===== config.mk =====
export PLATFORM = sky130hd
export DESIGN_NAME = compress_sched
export DESIGN_NICKNAME = d
export VERILOG_FILES = /design/src/rtl/compress_pkg.sv /design/src/rtl/csa_row.sv /design/src/rtl/compress_sched.sv
export SDC_FILE = /design/constraint.sdc
export NUM_CORES = 1
export LEC_CHECK = 0
export ABC_CLOCK_PERIOD_IN_PS = 18600
export CORE_MARGIN = 1.5
export CORE_UTILIZATION = 50
export DETAILED_ROUTE_END_ITERATION = 7
export PLACE_DENSITY = 0.73
export SYNTH_ARGS = -nofsm -noshare
export SYNTH_HDL_FRONTEND = slang
export SYNTH_SLANG_ARGS = --single-unit

===== constraint.sdc =====
create_clock -name clk -period 18.6 [get_ports clk]
set_input_delay 3.72 -clock clk [delete_from_list [all_inputs] [get_ports clk]]
set_output_delay 3.72 -clock clk [all_outputs]
set_load 0.01 [all_outputs]

===== src/rtl/compress_pkg.sv =====
// Shared definitions for the carry-save accumulator scheduler.
//   state_t   : FSM state encoding (IDLE, ACCUM, RESOLVE, OUTPUT)
//   calc_aw   : accumulator width for a given operand width and job size
//   calc_nch  : number of resolve slices for a given width and slice size
package compress_pkg;

  typedef enum logic [1:0] {
    IDLE    = 2'd0,
    ACCUM   = 2'd1,
    RESOLVE = 2'd2,
    OUTPUT  = 2'd3
  } state_t;

  // Enough headroom that NOPS_MAX full-scale operands never wrap.
  function automatic int calc_aw(input int w, input int nops_max);
    return w + $clog2(nops_max);
  endfunction

  function automatic int calc_nch(input int aw, input int chunk);
    return (aw + chunk - 1) / chunk;
  endfunction

endpackage


===== src/rtl/csa_row.sv =====
// One row of 3:2 carry-save compressors, purely combinational.
//   a, b, d : three W-bit addends
//   sum     : bitwise sum without carries (a ^ b ^ d)
//   carry   : majority bits shifted up one place, top bit dropped
// sum + carry == a + b + d (mod 2^W).
module csa_row #(
  parameter int W = 8
) (
  input  logic [W-1:0] a,
  input  logic [W-1:0] b,
  input  logic [W-1:0] d,
  output logic [W-1:0] sum,
  output logic [W-1:0] carry
);

  logic [W-1:0] maj;

  assign sum   = a ^ b ^ d;
  assign maj   = (a & b) | (a & d) | (b & d);
  assign carry = maj << 1;

endmodule


===== src/rtl/compress_sched.sv =====
// Streams unsigned operands into a carry-save accumulator, then resolves
// the redundant sum with a narrow adder one CHUNK-bit slice per cycle.
//   clk, rst            : clock, asynchronous active-high reset
//   in_valid/in_ready   : operand handshake; in_data operand, in_last ends job
//   out_valid/out_ready : result handshake; out_data sum mod 2^AW,
//                         out_ovf set when the job exceeded NOPS_MAX operands
//   busy                : FSM is not IDLE
//
// Handshakes: a transfer happens on a rising edge where valid && ready.
// A producer holds valid and its payload until that edge; ready may depend
// only on the receiver's state, never combinationally on valid.
module compress_sched
  import compress_pkg::*;
#(
  parameter  int W        = 64,
  parameter  int NOPS_MAX = 16,
  parameter  int CHUNK    = 17,
  localparam int AW       = calc_aw(W, NOPS_MAX)
) (
  input  logic          clk,
  input  logic          rst,
  input  logic          in_valid,
  output logic          in_ready,
  input  logic [W-1:0]  in_data,
  input  logic          in_last,
  output logic          out_valid,
  input  logic          out_ready,
  output logic [AW-1:0] out_data,
  output logic          out_ovf,
  output logic          busy
);

  localparam int NCH = calc_nch(AW, CHUNK);
  localparam int PW  = NCH * CHUNK;               // slice-aligned width
  localparam int IW  = (NCH > 1) ? $clog2(NCH) : 1;
  localparam int CW  = $clog2(NOPS_MAX + 2);      // holds NOPS_MAX+1

  state_t          state;
  logic [AW-1:0]   s, c;
  logic [CW-1:0]   count;
  logic            ovf;
  logic [IW-1:0]   idx;
  logic            carry;
  logic [PW-1:0]   res;

  logic [AW-1:0]   x, s_nxt, c_nxt;
  logic [PW-1:0]   s_pad, c_pad;
  logic [CHUNK-1:0] s_sl, c_sl;
  logic [CHUNK:0]  sl_sum;

  assign x = AW'(in_data);

  csa_row #(.W(AW)) u_row (
    .a     (s),
    .b     (c),
    .d     (x),
    .sum   (s_nxt),
    .carry (c_nxt)
  );

  // Current resolve slice; padding covers AW not being a multiple of CHUNK.
  assign s_pad  = PW'(s);
  assign c_pad  = PW'(c);
  assign s_sl   = s_pad[idx*CHUNK +: CHUNK];
  assign c_sl   = c_pad[idx*CHUNK +: CHUNK];
  assign sl_sum = {1'b0, s_sl} + {1'b0, c_sl} + {{CHUNK{1'b0}}, carry};

  assign in_ready  = (state == IDLE) || (state == ACCUM);
  assign out_valid = (state == OUTPUT);
  assign busy      = (state != IDLE);
  assign out_data  = res[AW-1:0];

  always_ff @(posedge clk or posedge rst) begin
    if (rst) begin
      state   <= IDLE;
      s       <= '0;
      c       <= '0;
      count   <= '0;
      ovf     <= 1'b0;
      idx     <= '0;
      carry   <= 1'b0;
      res     <= '0;
      out_ovf <= 1'b0;
    end else begin
      case (state)
        IDLE: begin
          if (in_valid) begin
            s     <= x;
            c     <= '0;
            count <= CW'(1);
            ovf   <= 1'b0;
            idx   <= '0;
            carry <= 1'b0;
            state <= in_last ? RESOLVE : ACCUM;
          end
        end
        ACCUM: begin
          if (in_valid) begin
            s <= s_nxt;
            c <= c_nxt;
            // Saturate one past the limit so the flag stays meaningful.
            if (count >= CW'(NOPS_MAX)) begin
              count <= CW'(NOPS_MAX + 1);
              ovf   <= 1'b1;
            end else begin
              count <= count + CW'(1);
            end
            if (in_last) begin
              idx   <= '0;
              carry <= 1'b0;
              state <= RESOLVE;
            end
          end
        end
        RESOLVE: begin
          res[idx*CHUNK +: CHUNK] <= sl_sum[CHUNK-1:0];
          carry                   <= sl_sum[CHUNK];
          if (idx == IW'(NCH - 1)) begin
            idx     <= '0;
            out_ovf <= ovf;
            state   <= OUTPUT;
          end else begin
            idx <= idx + IW'(1);
          end
        end
        OUTPUT: begin
          if (out_ready) state <= IDLE;
        end
        default: state <= IDLE;
      endcase
    end
  end

endmodule


==> metrics.txt <==
largest net degree at the start of global routing=107; syn_area_per_cell=a little over 10 µm²; f_max=~0.17 GHz; commonest non-fill, non-tap cell in the layout=dfrtp_1; post_cts resized=0; WP data arrival=2.17 ns; Hold Path Class=register to register; Worst path slowest cell=clkdlybuf4s50_1; largest family of logic cells by synthesized area=compound AO/OA/AOI/OAI gates; post-DP HPWL=20.8 mm; TNS Setup=0 ns; synth warn=0; unrepaired setup endpoints after global routing=false; Initial Utilization=51.3%; Leak Pwr=6.51 nW; Rel. slew slack=between 30% and 40%; Top FF cell, synth=dfrtp_1; Clock Skews=around 0.0084 ns; Util after Layout=61.8%; die area=about 25,000 µm²; CTS tree=yes; setup violators final=0; WL/cell=18.0 µm; first-pass detailed-route iteration total=5; first-pass GRT wire length=48.6 mm; final wirelength=29.5 mm; Mapped Area=around 12,000 µm²; Setup crit start=state[1]; CP startpoint kind=register; post-route ant nets=0; row cnt=56; Worst Path Required=approximately 15 ns; Final Hold Viols=0; via count=9,243; multiplexer area fraction after synthesis=6.59%; Routability Congestion=0.822; vias per cell=around 5.6; synthesized instance count=1,200; CTS buffer count=23; Yosys reg bits=between 200 and 250; GRT overflow=0; net count reported at finish=1,472; Async SR Flop Fraction=100%; All-Layer GR Usage=24.9%; share of cells above drive strength 1=between 7 and 8%; Synth Area in Simple Gates=7.83%; EDFF count, synth=0; Clock H-tree levels=1; RR Startpoint=idx[0]; commonest cells after routing, fill and taps aside=dfrtp_1 (214), inv_1 (200), nand2_1 (167); Tightest Pin Transition=0.981 ns; CTS clock-pin slew for the worst setup and hold paths=0.06 ns; hold_ws=a little under 0.5 ns; hold path depth=2; outcome=finished clean; Core ar.=~24,000 µm²; power per standard cell area=158 nW/µm²; XOR/XNOR Fraction of Synth Area=0.871%; I/O pin count=~140; crit path time final=5.89 ns; syn_nets=1,366; number of global-route vias before repair=9,218; synth-to-layout area growth=20.5%; HP Start=out_data[41]; r2r worst-path depth=12; Peak supply drop=between 70 and 80 µV; Pins Over Slew Limit=0; Synth Area in Compound Gates=between 10% and 20%; die height=158 µm; Synth Area in Adders=14.1%; CTS root buf=clkbuf_16; clk sinks=approximately 220; sequential area share after synthesis=44.6%; Bufs on Longest Clock Path=3; IO Port Bufs=140; initial antenna violation count=3; kind of critical path=register to primary output; clk_lat worst skew=0.51 ns; worst path cell trace=inv_1 > ha_4 > or2_2 > clkdlybuf4s50_1; Yosys cell types=50; CTS Hold Bufs=0; crit path capture type=primary output; Post-route DRC=0; CP Max Fanout=32; Post-CTS Setup Bufs=0; die width=158 µm; Max Cap Viol=0; max incr delay on CP=0.54 ns; Final Cycle Share=31.6%; initial drt markers=650
[critical path: cells and delay by family, from the launching register on]
| kind | cells | cell delay (ns) |
|---|---|---|
| buffers and inverters | 2 | 0.67 |
| adder cells (fa/ha/maj) | 1 | 0.36 |
| AND/OR/NAND/NOR | 1 | 0.22 |
| flip-flops | 1 | 0.40 |
[through the flow]
stage / setup slack, ns / power (mW) / area, µm² / cells
2_1_floorplan: 9.00 / 1.46 / 12100 / 1200
3_3_place_gp: 12.32 / 1.76 / 13700 / 1600
3_5_place_dp: 12.32 / 1.80 / 13700 / 1600
4_1_cts: 12.70 / 2.31 / 14500 / 1641
5_1_grt: 12.59 / 2.49 / 14500 / 1641
6_report: 12.71 / 2.30 / 14500 / 1642
[sequential cells by signal (all words and copies together) (netlist names)]
register	count
s	68
count	5
carry	1
idx	2
out_ovf	1
c	67
out_data	68
state	2
ovf	1
[routing by layer]
metal / share of wire [%] / GRT usage (%)
met5: 0.078 / 0
met4: 2.7 / 7.79
met3: 8.9 / 6.91
met2: 44 / 37.3
met1: 44 / 35.4
[path summary, 6_finish.rpt]
| check | to | slack, ns |
|---|---|---|
| setup / recovery | in_ready | 12.71 |
| hold / removal | out_data[41] | 0.49 |
| setup reg to reg | out_data[50] | 14.68 |
| hold reg to reg | out_data[41] | 0.49 |
| max in group asynchronous | s[30] | 12.99 |
| min in group asynchronous | s[5] | 3.76 |
[power breakdown]
group / internal, mW / switching [mW] / total [mW] / leakage [nW]
clock: 0.315 / 0.187 / 0.503 / 0.419
sequential: 0.620 / 0.116 / 0.736 / 2.86
combinational: 0.440 / 0.625 / 1.07 / 3.23
total: 1.38 / 0.928 / 2.30 / 6.51
[Yosys cell counts (all sizes together), types with 2 or more instances]
cell type | number | area share [%]
o211ai | 4 | 0.25
xnor2 | 7 | 0.51
nand2b | 2 | 0.10
buf | 16 | 0.65
nor2 | 24 | 0.75
a22o | 56 | 4.1
o311ai | 2 | 0.15
a221o | 6 | 0.50
inv | 201 | 6.3
a211oi | 2 | 0.12
nor2b | 3 | 0.16
and2 | 5 | 0.26
a21o | 7 | 0.44
mux2 | 2 | 0.19
clkbuf | 53 | 1.7
nor3b | 3 | 0.19
ha | 32 | 3.3
nand3 | 8 | 0.33
dfrtp | 215 | 45
mux4 | 33 | 6.2
nand2 | 169 | 5.3
o22ai | 62 | 3.2
fa | 65 | 11
o21a | 4 | 0.25
and3 | 6 | 0.31
xor2 | 5 | 0.36
or2 | 2 | 0.10
a21oi | 16 | 0.66
a31oi | 4 | 0.21
o21ai | 167 | 6.9
o31ai | 2 | 0.12
mux2i | 3 | 0.25
[final cells by class]
type | instances | area, µm²
Timing Repair Buffer | 150 | 1480
Sequential cell | 215 | 5380
Antenna cell | 1 | 2.50
Clock inverter | 12 | 189
Tap cell | 319 | 399
Multi-Input combinational cell | 715 | 5680
Clock buffer | 29 | 648
Fill cell | 1947 | 9000
Inverter | 201 | 762
[kinds of logic (layout without fill, tap and decap cells)]
logic type,count (synthesis),after routing
fa+ha+maj,97,97
xor+xnor,12,12
simple gates,228,228
mux,38,38
buf+inv,270,392
flops,215,215
compound gates,340,340
other cells,0,1
Power figures use the tool's default switching activity.
